$ cat src/rtl/comb_pkg.sv
// comb_pkg: shared constants for the comb_test result FIFO.
// Holds the result count, tuple-width rule and default FIFO address width.
package comb_pkg;

  localparam int COMB_NUM_RESULTS = 5;
  localparam int COMB_ADDR_BITS   = 2;

  function automatic int comb_tuple_w(input int size);
    return size * COMB_NUM_RESULTS;
  endfunction

endpackage

$ cat src/rtl/comb_fifo_mem.sv
// comb_fifo_mem: 2**addr_bits x width storage, one write port, async read.
// Ports: clk, we/waddr/wdata (write), raddr/rdata (read). No reset.
module comb_fifo_mem #(
  parameter int width     = 5,
  parameter int addr_bits = 2
) (
  input  logic                 clk,
  input  logic                 we,
  input  logic [addr_bits-1:0] waddr,
  input  logic [width-1:0]     wdata,
  input  logic [addr_bits-1:0] raddr,
  output logic [width-1:0]     rdata
);

  logic [width-1:0] mem_q [2**addr_bits];

  always_ff @(posedge clk) begin
    if (we) mem_q[waddr] <= wdata;
  end

  assign rdata = mem_q[raddr];

endmodule

$ cat src/rtl/comb_result_fifo.sv
// comb_result_fifo: circular FIFO of comb_test result tuples (out1..out5).
// Ports: clk, reset (async, active-high); in_valid/in_ready/in_r1..5 push
// side; out_valid/out_ready/out_r1..5 head side; count occupancy;
// out_changed head-differs-from-last-pop flag, built only when
// COMB_RESULT_CHANGE_EN is defined (otherwise tied to 0).
module comb_result_fifo
  import comb_pkg::*;
#(
  parameter int size      = 1,
  parameter int addr_bits = COMB_ADDR_BITS
) (
  input  logic               clk,
  input  logic               reset,
  input  logic               in_valid,
  output logic               in_ready,
  input  logic [size-1:0]    in_r1,
  input  logic [size-1:0]    in_r2,
  input  logic [size-1:0]    in_r3,
  input  logic [size-1:0]    in_r4,
  input  logic [size-1:0]    in_r5,
  output logic               out_valid,
  input  logic               out_ready,
  output logic [size-1:0]    out_r1,
  output logic [size-1:0]    out_r2,
  output logic [size-1:0]    out_r3,
  output logic [size-1:0]    out_r4,
  output logic [size-1:0]    out_r5,
  output logic [addr_bits:0] count,
  output logic               out_changed
);

  localparam int TW = comb_tuple_w(size);
  localparam int DEPTH = 2**addr_bits;
  localparam logic [addr_bits:0] DEPTH_C = (addr_bits+1)'(DEPTH);
  localparam logic [addr_bits:0] CNT_ONE = (addr_bits+1)'(1);
  localparam logic [addr_bits-1:0] PTR_ONE = addr_bits'(1);

  logic [addr_bits:0]   count_q, count_d;
  logic [addr_bits-1:0] wr_ptr_q, wr_ptr_d;
  logic [addr_bits-1:0] rd_ptr_q, rd_ptr_d;
  logic                 push, pop;
  logic [TW-1:0]        wdata, head, head_vis;

  // Full/empty come from count alone; reset gates in_ready directly.
  assign in_ready  = (count_q != DEPTH_C) && !reset;
  assign out_valid = (count_q != '0);
  assign push      = in_valid && in_ready;
  assign pop       = out_valid && out_ready;
  assign count     = count_q;

  assign wdata = {in_r5, in_r4, in_r3, in_r2, in_r1};

  comb_fifo_mem #(
    .width     (TW),
    .addr_bits (addr_bits)
  ) u_mem (
    .clk   (clk),
    .we    (push),
    .waddr (wr_ptr_q),
    .wdata (wdata),
    .raddr (rd_ptr_q),
    .rdata (head)
  );

  assign head_vis = out_valid ? head : '0;
  assign out_r1 = head_vis[0*size +: size];
  assign out_r2 = head_vis[1*size +: size];
  assign out_r3 = head_vis[2*size +: size];
  assign out_r4 = head_vis[3*size +: size];
  assign out_r5 = head_vis[4*size +: size];

  always_comb begin
    count_d  = count_q;
    wr_ptr_d = wr_ptr_q;
    rd_ptr_d = rd_ptr_q;
    if (push) wr_ptr_d = wr_ptr_q + PTR_ONE;
    if (pop)  rd_ptr_d = rd_ptr_q + PTR_ONE;
    unique case ({push, pop})
      2'b10:   count_d = count_q + CNT_ONE;
      2'b01:   count_d = count_q - CNT_ONE;
      default: count_d = count_q;
    endcase
  end

  always_ff @(posedge clk or posedge reset) begin
    if (reset) begin
      count_q  <= '0;
      wr_ptr_q <= '0;
      rd_ptr_q <= '0;
    end else begin
      count_q  <= count_d;
      wr_ptr_q <= wr_ptr_d;
      rd_ptr_q <= rd_ptr_d;
    end
  end

`ifdef COMB_RESULT_CHANGE_EN
  logic [TW-1:0] last_popped_q, last_popped_d;
  logic          seen_q, seen_d;

  always_comb begin
    last_popped_d = last_popped_q;
    seen_d        = seen_q;
    if (pop) begin
      last_popped_d = head;
      seen_d        = 1'b1;
    end
  end

  always_ff @(posedge clk or posedge reset) begin
    if (reset) begin
      last_popped_q <= '0;
      seen_q        <= 1'b0;
    end else begin
      last_popped_q <= last_popped_d;
      seen_q        <= seen_d;
    end
  end

  assign out_changed = out_valid && (!seen_q || head != last_popped_q);
`else
  assign out_changed = 1'b0;
`endif

endmodule
$ cat config.mk
export PLATFORM = sky130hd
export DESIGN_NAME = comb_result_fifo
export DESIGN_NICKNAME = d
export VERILOG_FILES = /design/src/rtl/comb_pkg.sv /design/src/rtl/comb_fifo_mem.sv /design/src/rtl/comb_result_fifo.sv
export SDC_FILE = /design/constraint.sdc
export NUM_CORES = 1
export LEC_CHECK = 0
export CAP_MARGIN = 20
export CORE_ASPECT_RATIO = 1.5
export CORE_MARGIN = 4
export CORE_UTILIZATION = 46
export DETAILED_ROUTE_END_ITERATION = 6
export GPL_TIMING_DRIVEN = 0
export PLACE_DENSITY_LB_ADDON = 0.05
export SETUP_SLACK_MARGIN = 0.02
export SYNTH_ARGS = -nofsm -noshare
export SYNTH_HDL_FRONTEND = slang
export SYNTH_SLANG_ARGS = --single-unit
$ cat constraint.sdc
create_clock -name clk -period 2.1 [get_ports clk]
set_input_delay 0.525 -clock clk [delete_from_list [all_inputs] [get_ports clk]]
set_output_delay 0.525 -clock clk [all_outputs]
set_load 0.03 [all_outputs]
======== Yosys cells after proc, flatten, opt, wreduce, memory -nomap -nowiden ========
Memories as Yosys holds them, arrays and structs flattened.
Cells that the tools add are included.
W data, S select, Z words.
word-level totals
  register bits ........................... 7
  RAM bits ................................ 20
  memories kept ........................... 1
cells by class
  add/sub/neg operators ................... 4
  eq/ne operators ......................... 3
  muxes and demuxes ....................... 4
  reductions and logical operators ........ 6
memories
  memory       depth  bits a word  read ports  clocked after Yosys merged registers in  write ports  line                 source
  u_mem.mem_q  4      5            1           0                                        1            comb_fifo_mem.sv:15  logic [width-1:0] mem_q [2**addr_bits];
operators with widths
  operator               number
  $pmux W3 S2            1
  $mux W5                1
  $add A2 B1 Y2 const B  2
  $add A3 B1 Y3 const B  1
  $logic_and A1 B1 Y1    3
  $ne A3 B3 Y1 const B   1
  $reduce_bool A3 Y1     1
  $sub A3 B1 Y3 const B  1
  $eq A2 B1 Y1 const B   1
  $eq A2 B2 Y1 const B   1
  $mux W1                2
  $reduce_bool A2 Y1     1
  $logic_not A1 Y1       1

======== Longest topological paths before layout ========
  depth after elaboration ................. 5
  depth in mapped cells ................... 9
  mapped depth without buffers ............ 9

======== Modules after synthesis ========
From an unflattened synthesis, not the netlist that was laid out.
second synthesis, totals
  cells, all modules ...................... 69
  area, all modules ....................... 1163.6 um^2
modules (own cells, without submodules)
  module            times used  cells an instance  area an instance (um^2)  seq. area each (um^2)
  comb_fifo_mem     1           30                 755.7                    600.6
  comb_result_fifo  1           39                 407.9                    175.2

======== Worst setup path before layout ========
Ideal clock, no wire load.
  kind .................................... reg2reg
  start point ............................. reg count_q[2], in the netlist count[2]
  end point ............................... reg count_q[2], in the netlist count[2]
  arrival ................................. 1.986 ns
  path slack .............................. -0.025 ns
  cell stages (with the launch flop) ...... 10
  path buffers ............................ 1
  period minus slack after synthesis ...... 2.125 ns
  cells stage by stage .................... dfrtp_1 > or3_1 > buf_6 > and2_4 > ha_1 > inv_1 > fa_1 > xor2_1 > nor2_1 > xor2_1
between the ends
  elaborated cells between the ends (all ways) .. 11
RTL lines
  element                                                   line                    source
  from (decl)                                               comb_result_fifo.sv:38  logic [addr_bits:0] count_q, count_d;
  from (signal assigned)                                    comb_result_fifo.sv:91  count_q <= count_d;
  $reduce_bool A3 Y1 *                                      comb_result_fifo.sv:46  assign out_valid = (count_q != '0);
  net out_valid                                             comb_result_fifo.sv:21  output logic out_valid,
  $logic_and A1 B1 Y1 *                                     comb_result_fifo.sv:48  assign pop = out_valid && out_ready;
  net pop                                                   comb_result_fifo.sv:41  logic push, pop;
  $eq A2 B1 Y1 / $eq A2 B2 Y1 (equally long branches)       comb_result_fifo.sv:78  unique case ({push, pop})
  $pmux W3 S2 / $reduce_bool A2 Y1 (equally long branches)  --
The timed path passes the listed nets; every way through them passes the cells marked *.
A chain may end at the register's enable or synchronous reset.

======== Worst setup path after layout ========
  start point ............................. reg rd_ptr_q[0]
  end point ............................... out out_r5
between the ends
  longest elaborated chain between the ends .. 2
RTL lines
  element                 line                    source
  from (decl)             comb_result_fifo.sv:40  logic [addr_bits-1:0] rd_ptr_q, rd_ptr_d;
  from (signal assigned)  comb_result_fifo.sv:93  rd_ptr_q <= rd_ptr_d;
  $mem_v2 Z4 W5           --
  $mux W5                 comb_result_fifo.sv:65  assign head_vis = out_valid ? head : '0;
  to (decl)               comb_result_fifo.sv:27  output logic [size-1:0] out_r5,
Every way passes these cells.

==> metrics.md <==
| Metric | Value |
|---|---|
| Number of sinks on the clock net | 27 |
| Total inserted antenna cells | 0 |
| Overall overflow remaining after global route | 0 |
| Mapped Nets | 91 |
| Cell types occupying the most area after synthesis | sky130_fd_sc_hd__edfxtp_1 (50%), sky130_fd_sc_hd__dfrtp_1 (15%), sky130_fd_sc_hd__mux4_2 (9.3%) |
| Number of buffers and inverters on the critical path | 2 |
| R2r worst-path depth | 9 |
| Count of pins over their slew limit | 0 |
| Maximum Capacitance Violations | 0 |
| Commonest cells after routing, fill and taps aside | sky130_fd_sc_hd__edfxtp_1 (20), sky130_fd_sc_hd__clkdlybuf4s50_1 (9), sky130_fd_sc_hd__inv_1 (7), sky130_fd_sc_hd__buf_6 (7), sky130_fd_sc_hd__and2_4 (6) |
| Final hold vios | 0 |
| Count of placed standard cells in the final layout, fillers left out | about 120 |
| Syn-to-layout area delta | 25.5% |
| Maximum frequency from static timing analysis | about 0.47 GHz |
| Cell breakdown of the critical path | buf_6 > mux4_2 > and2_4 > buf_6 |
| Compound-cell area share of the yosys netlist | about 1.6% |
| Clock tree skew after final layout | between 0.006 and 0.007 ns |
| Pin count of the biggest net entering global routing | 16 |
| CP delay by family, top | multiplexers |
| Synth warnings | 0 |
| Reg clk slew, reported paths | approximately 0.15 ns |
| DR vias | ~620 |
| Hpwl dp | 1370 um |
| Final WS setup | -0.0273 ns |
| Minimum clock period | about 2.1 ns |
| Average cell area after synthesis | about 16 um^2 |
| Outcome | complete, but fails checks |
| Share of layout cells above drive strength 1 | between 30% and 40% |
| Synthesized-area fraction occupied by and/or/nand/nor cells | between 7 and 8% |
| Crit path largest cell delay | 0.50 ns |
| Cell type of the slowest stage on the worst timing path | sky130_fd_sc_hd__mux4_2 |
| Maximum vdd ir drop | around 0.73 mV |
| End of the worst register-to-register path | count[2]$_DFFE_PP0P_ |
| Number of synthesized register bits | 27 |
| Final core area utilization | approximately three fifths |
| Seq/Total Area, Yosys | 64.4% |
| Source-to-sink clock delay at the later pin of the worst-skew pair | between 0.3 and 0.4 ns |
| PnR Total Power | 2.16 mW |
| Part of the cycle the worst path needs | 101% |
| Total Neg Setup Slack | -0.110 ns |
| GRT Overall Usage | 11.9% |
| Unrepaired setup endpoints after global routing | yes |
| Slack of the worst reg-to-reg path | roughly 0.09 ns |
| Gp weighted congestion | 0.696 |
| Distinct cell type count of the synthesized netlist | 24 |
| Starting density of the core | 48.6% |
| Fraction of synthesized area in multiplexers | between 10% and 20% |
| Maximum root-to-sink buffer count | 2 |
| CTS Root Buffer Type | sky130_fd_sc_hd__clkbuf_4 |
| Worst hold-check path type | primary input to async pin |
| Routed metal-1 wirelength | slightly above 800 um |
| Cts bufs inserted | 3 |
| Nature of the critical path startpoint | flip-flop |
| Final #Nets | ~120 |
| Row cnt | 22 |
| Number of detailed-route iterations in the first pass | 2 |
| Width of the die | 49.8 um |
| Die outline height | about 71 um |
| Total wire length after detailed routing | approximately 1900 um |
| Placeable core region | 2480 um^2 |
| Die outline area | ~3500 um^2 |
| Worst hold slack | roughly 0.17 ns |
| Leakage power | roughly 0.61 nW |
| Cells after Synth | 76 |
| Count of buffers inserted at the top-level ports | 18 |
| Power per cell area | roughly 1400 nW/um^2 |
| Yosys top cell by area | sky130_fd_sc_hd__edfxtp_1 |
| Post-route DRC violation count | 0 |
| Violations in the final reports | negative setup slack |
| CTS Hold Buffers Added | 0 |
| XOR/XNOR Fraction of Synth Area | under 10% |
| Iter 0 DRT Violations | 6 |
| Reg2reg start | count[0]$_DFFE_PP0P_ |
| Routed length on met3 | 73 um |
| Routed len/inst | 15.3 um |
| Io pins | 20 |
| Clock tree from TritonCTS | built |
| Maximum level of the CTS H-tree | 1 |
| Antenna-violating nets left | 0 |
| Critical Path Most Common Cell | sky130_fd_sc_hd__buf_6 |
| Avg Vias per Cell | just over 5 |
| Required time reported for the critical path endpoint | 1.57 ns |
| Area share of the largest cell type after synthesis | between 40% and 50% |
| Uppermost layer routed | met4 |
| Final setup violation count | 5 |
| Start-to-end type of the worst setup path | flip-flop to output pin |
| Kind of end point of the critical path | output pin |
| Combinational family with the most area after synthesis | multiplexers |
| Data arrival time of the critical path | between 1.5 and 2 ns |
| Antenna violations before repair | 0 |
| Global-route wire length before repair | between 3000 and 4000 um |
| Vias in the first global route | about 660 |
| Met2 WL post-DR | 985 um |
| Adder-cell share of the synthesized area | under 10% |
| Highest net fanout along the worst path | 6 |
| Post-Place Cells | about 120 |
| Commonest non-fill, non-tap cell in the layout | sky130_fd_sc_hd__edfxtp_1 |
| Area of the mapped netlist | ~1200 um^2 |
kinds of logic after synthesis:
family,count (synthesis)
other,1
adder cells (fa/ha/maj),6
AND/OR/NAND/NOR,16
XOR/XNOR,6
flip-flops,27
buffers and inverters,11
AO/OA/AOI/OAI,3
multiplexers,6
registers in the layout, summed over array words and instances, names as in the netlist:
| signal | flops |
|---|---|
| count | 3 |
| rd_ptr_q | 2 |
| u_mem.mem_q | 20 |
| wr_ptr_q | 2 |
metal layers:
layer	global-route usage (%)	vias to the layer above
met5	0	-
met3	2.32	2
met2	19.1	13
li1	-	308
met1	15.5	301
met4	5.54	0
Yosys cell counts (all sizes together):
| cell | count |
|---|---|
| or3 | 1 |
| fa | 1 |
| nand2b | 1 |
| xnor2 | 3 |
| clkbuf | 1 |
| dfrtp | 7 |
| xor2 | 3 |
| a21oi | 2 |
| mux4 | 5 |
| and2 | 10 |
| nand3 | 1 |
| conb | 1 |
| nor2 | 2 |
| ha | 5 |
| nand2 | 1 |
| o21ai | 1 |
| mux2 | 1 |
| edfxtp | 20 |
| buf | 3 |
| inv | 7 |
area by class of cell:
| type | count | area [um^2] |
|---|---|---|
| plain buffers | 3 | 30.0 |
| inverters | 7 | 26.3 |
| flip-flops and latches | 27 | 778 |
| well taps | 24 | 30.0 |
| clock buffers | 3 | 22.5 |
| repair buffers | 21 | 208 |
| multi-input cells | 38 | 413 |
| clock inverters | 1 | 5.00 |
| fillers | 208 | 965 |
worst max path at each step:
stage / from / cells after the start / endpoint
3_5_place_dp: reset / 10 / count[2]$_DFFE_PP0P_
4_1_cts: rd_ptr_q[0]$_DFFE_PP0P_ / 4 / out_r5
5_1_grt: rd_ptr_q[0]$_DFFE_PP0P_ / 4 / out_r1
6_report: rd_ptr_q[0]$_DFFE_PP0P_ / 4 / out_r5
3_3_place_gp: reset / 10 / count[2]$_DFFE_PP0P_
2_1_floorplan: count[2]$_DFFE_PP0P_ / 9 / count[2]$_DFFE_PP0P_
power breakdown:
part | leakage, nW | switching [mW] | internal, mW
sequential | 0.262 | 0.0933 | 0.694
clock | 0.0177 | 0.152 | 0.0712
combinational | 0.330 | 0.559 | 0.587
total | 0.610 | 0.804 | 1.35
through the flow:
stage	instance area [um^2]	worst slack, ns
final	1510	-0.0273
after global routing	1510	-0.121
after CTS	1480	-0.0604
after detailed placement	1420	-0.337
after global placement	1420	-0.311
after floorplan	1210	0.0373
timing repair:
action	in CTS	in global routing
hold endpoints to repair	0	0
buffers inserted	1	2
gates resized for setup	50	5
pin swaps	5	1
endpoints found under the setup margin	9	9
Note: power is estimated with default switching activity, not from simulation.
